$ cat config.mk
export PLATFORM = sky130hd
export DESIGN_NAME = peak_tracker
export DESIGN_NICKNAME = d
export VERILOG_FILES = /design/src/rtl/peak_tracker.sv
export SDC_FILE = /design/constraint.sdc
export NUM_CORES = 1
export LEC_CHECK = 0
export ABC_AREA = 1
export CAP_MARGIN = 0
export CORE_MARGIN = 4
export CORE_UTILIZATION = 54
export CTS_CLUSTER_SIZE = 8
export DETAILED_ROUTE_END_ITERATION = 10
export PLACE_DENSITY = 0.78
export RECOVER_POWER = 100
export SYNTH_ARGS = -nofsm -noshare
export SYNTH_HDL_FRONTEND = slang
export SYNTH_SLANG_ARGS = --single-unit
export TNS_END_PERCENT = 30
$ cat constraint.sdc
create_clock -name clk -period 2.09 [get_ports clk]
set_clock_uncertainty 0.05 [all_clocks]
set_input_delay 0.209 -clock clk [delete_from_list [all_inputs] [get_ports clk]]
set_output_delay 0.209 -clock clk [all_outputs]
set_load 0.03 [all_outputs]
$ cat src/rtl/peak_tracker.sv
// peak_tracker: windowed max/min tracker with x/y/z trend flags and valid/ready handshakes.
// Define PEAK_TRACKER_TREND_EN to add saturating per-window rise_cnt/fall_cnt outputs.
module peak_tracker #(
  parameter int WIDTH  = 4,
  parameter int WINDOW = 8
) (
  input  logic             clk,
  input  logic             rst,
  input  logic [WIDTH-1:0] din,
  input  logic             in_valid,
  output logic             in_ready,
  output logic             x,
  output logic             y,
  output logic             z,
  output logic [WIDTH-1:0] max_out,
  output logic [WIDTH-1:0] min_out,
  output logic             out_valid,
  input  logic             out_ready
`ifdef PEAK_TRACKER_TREND_EN
  ,
  output logic [7:0]       rise_cnt,
  output logic [7:0]       fall_cnt
`endif
);
  typedef enum logic [1:0] {IDLE, ACCUM, HOLD} state_t;
  state_t           state;
  logic [7:0]       count;
  logic [WIDTH-1:0] prev;
  assign in_ready = state != HOLD;
  always_ff @(posedge clk) begin
    if (rst) begin
      state     <= IDLE;
      count     <= '0;
      max_out   <= '0;
      min_out   <= '0;
      prev      <= '0;
      {x, y, z} <= '0;
      out_valid <= 1'b0;
`ifdef PEAK_TRACKER_TREND_EN
      rise_cnt  <= '0;
      fall_cnt  <= '0;
`endif
    end else begin
      case (state)
        IDLE: if (in_valid) begin
          max_out <= din;
          min_out <= din;
          prev    <= din;
          count   <= 8'd1;
          state   <= ACCUM;
        end
        ACCUM: if (in_valid) begin
          if (din > max_out) max_out <= din;
          if (din < min_out) min_out <= din;
          prev  <= din;
          count <= count + 8'd1;
          x     <= din > prev;
          y     <= din == prev;
          z     <= din < prev;
`ifdef PEAK_TRACKER_TREND_EN
          if (din > prev && rise_cnt != 8'hFF) rise_cnt <= rise_cnt + 8'd1;
          if (din < prev && fall_cnt != 8'hFF) fall_cnt <= fall_cnt + 8'd1;
`endif
          // this sample completes the window
          if (count == 8'(WINDOW - 1)) begin
            state     <= HOLD;
            out_valid <= 1'b1;
          end
        end
        HOLD: if (out_ready) begin
          state     <= IDLE;
          out_valid <= 1'b0;
          count     <= '0;
          {x, y, z} <= '0;
`ifdef PEAK_TRACKER_TREND_EN
          rise_cnt  <= '0;
          fall_cnt  <= '0;
`endif
        end
        default: state <= IDLE;
      endcase
    end
  end
endmodule

==> results.cfg <==
[floorplanning]
fp.dieH_um = 62.65
start_util = 0.5749
core_um2 = 2805
ios = 21
dieArea_um2 = 3925
rows = 19
die_w_um = 62.65

[clock_tree]
holdBufCountCts = 0
clock_latency_ps = 320
cts.clk_slew.worst_paths_ps = 150
numCtsBuffers = 3
root_buffer = clkbuf_4
htreeDepth = 1
cts_tree = done
cts.sinks = 26
clock_path_buffers = 2
cts_resized = 1
post_cts_buffers = 0

[status]
outcome = complete, no violations

[detailed_routing]
wl_per_cell_um = 11.46
dr.pass1.iters = 4
vias = 1388
ant_nets = 0
vias_per_cell = 5.047
wl_um = 3151
post-route-drc-count = 0
drt-initial-drc-count = 73

[synth]
avgSynthCellArea_um2 = 7.265
synth_cells = 222
synthAdderAreaFrac = 0.1319
synth_edf_count = 0
synthMuxAreaShare = 0
synth_top_family_by_area = simple AND/OR/NAND/NOR gates
synth-compound-area-share = 0.1218
synth_simple_gate_area_frac = 0.3049
synthDistinctLibCells = 25
syn_nets = 247
synth-xor-area-share = 0
async_reset_ff_frac = 0
synth_warnings = 0
seq_area_frac_synth = 0.3227
syn_area_um2 = 1613
synthFlopType = dfxtp_1
synth-seq-cells = 26

[setup_path]
worstPathArrival_ps = 1610
regToRegStartpoint = state[1]
startpoint_type = flop
rr_endpoint = count[2]
r2r_cells = 8
cp-end-kind = output pin
worstPathRequired_ps = 1830
rrSetupSlack_ps = 270
cp_max_fo = 4
worstSetupPathType = reg2out

[layout]
fin_nets = 270
antenna_cells = 0
area_growth_pct = 13.81
drive_gt1_frac = 0.06967
layout_commonest_cell = nand2_1
layout_common_cells = nand2_1 (52), inv_1 (38), dfxtp_1 (26)
final_cell_area_um2 = 1836

[power]
p_per_area_nw_per_um2 = 1233
p_leak_nw = 0.9115
clkPwrFrac = 0.114
pwr-share-comb = 0.577
total_power_mw = 2.263
seqPwrFrac = 0.309
peakVddDrop_uv = 846.4
switchingPower_mw = 1.070
intPower_mw = 1.192
switching_share = 0.4730

[worst_hold_path]
worstHoldPathType = reg2reg
holdCritStartpoint = out_valid
hold_depth = 2
holdPathEnd = out_valid

[sta]
finalCritPeriodShare = 0.8939
max_slew.worst_pin.slew_ps = 433.2
fin_setup_tns_ps = 0
fin_crit_ps = 1868
fmax_ghz = 0.5353
hold_viol = 0
slew_violations = 0
slew_headroom = 0.7112
rsz0062_at_grt = false
setup_violations = 0

[global_routing]
grt_pass1_vias = 1288
antenna_found_initial = 0
grt_overflow = 0
grt_usage = 0.1664
grt_max_degree = 15
grt_first_pass_wirelength_um = 5444

[place]
gp_congestion = 0.8322
portBuffers = 20
placed_area_um2 = 1826
dpl.hpwl_um = 2449

[flow_run]
cap_violations = 0
## registers in the layout, indices dropped and copies added (netlist names)
signal,count
count,8
max_out,4
min_out,4
out_valid,1
prev,4
state,2
x,1
y,1
z,1
## synthesized netlist by cell type, types with 2 or more instances
library cell	number	share of area
nand2_2	2	0.0078
nand2_4	3	0.021
nor2_1	22	0.051
nand4_1	3	0.012
nor2_4	2	0.014
inv_1	38	0.088
o21ai_0	5	0.016
nor3_2	2	0.012
a21oi_1	21	0.065
nand2_1	51	0.12
nand3_1	11	0.034
dfxtp_1	26	0.32
nand3b_1	2	0.0093
nor3_1	2	0.0062
buf_6	4	0.028
a211oi_1	3	0.014
ha_1	17	0.13
## worst max-delay path, stage by stage (launching register included)
cell and delay, ps:
dfxtp_1 410, inv_1 100, ha_1 280, inv_1 110, dlygate4sd2_1 400
## worst max path at each step
stage	start	endpoint	slack, ps	cells after the start
2_1_floorplan	max_out[3]	max_out[1]	470	11
3_3_place_gp	din[1]	max_out[1]	200	12
3_5_place_dp	din[1]	max_out[1]	210	12
4_1_cts	state[0]	in_ready	200	4
5_1_grt	state[1]	min_out[0]	40	9
6_report	state[0]	in_ready	220	4
## routing by layer
metal  wire length (µm)  part of all wire  track usage  up-vias
li1                   -                 -            -      752
met1               1621              0.51       0.2310      611
met2               1385              0.44       0.2650       23
met3                126             0.040      0.02338        2
met4                 18            0.0057      0.05234        0
met5                  0                 0            0        -
## metrics by stage
step	cells	worst slack [ps]	hold slack (ps)	util
after floorplan	222	469.3	232.0	-
after global placement	271	202.5	385.8	0.6508
after detailed placement	271	207.8	384.1	0.6508
after CTS	275	196.5	409.5	0.6632
after global routing	275	40.79	419.4	0.6543
final	275	221.9	405.5	0.6543
## area by class of cell
cell class	count	area [µm²]
tap	31	38.79
multi-input combinational	153	878.3
timing repair buffer	23	219.0
inverter	38	142.6
clock buffer	4	36.28
sequential	26	520.5
fill	259	969.7
## power groups by stage
stage               Combinational (mW)  Clock [mW]  Sequential [mW]
floorplan                        0.928           0            0.842
global placement                  1.36           0            0.710
detailed placement                1.38           0            0.715
CTS                               1.38       0.264            0.703
global route                      1.47       0.285            0.716
finish                            1.31       0.258            0.699
## kinds of logic after synthesis
kind of cell,count (synthesis)
flops,26
compound gates,34
fa+ha+maj,17
simple gates,102
buf+inv,43
(Power assumes the default switching activity.)
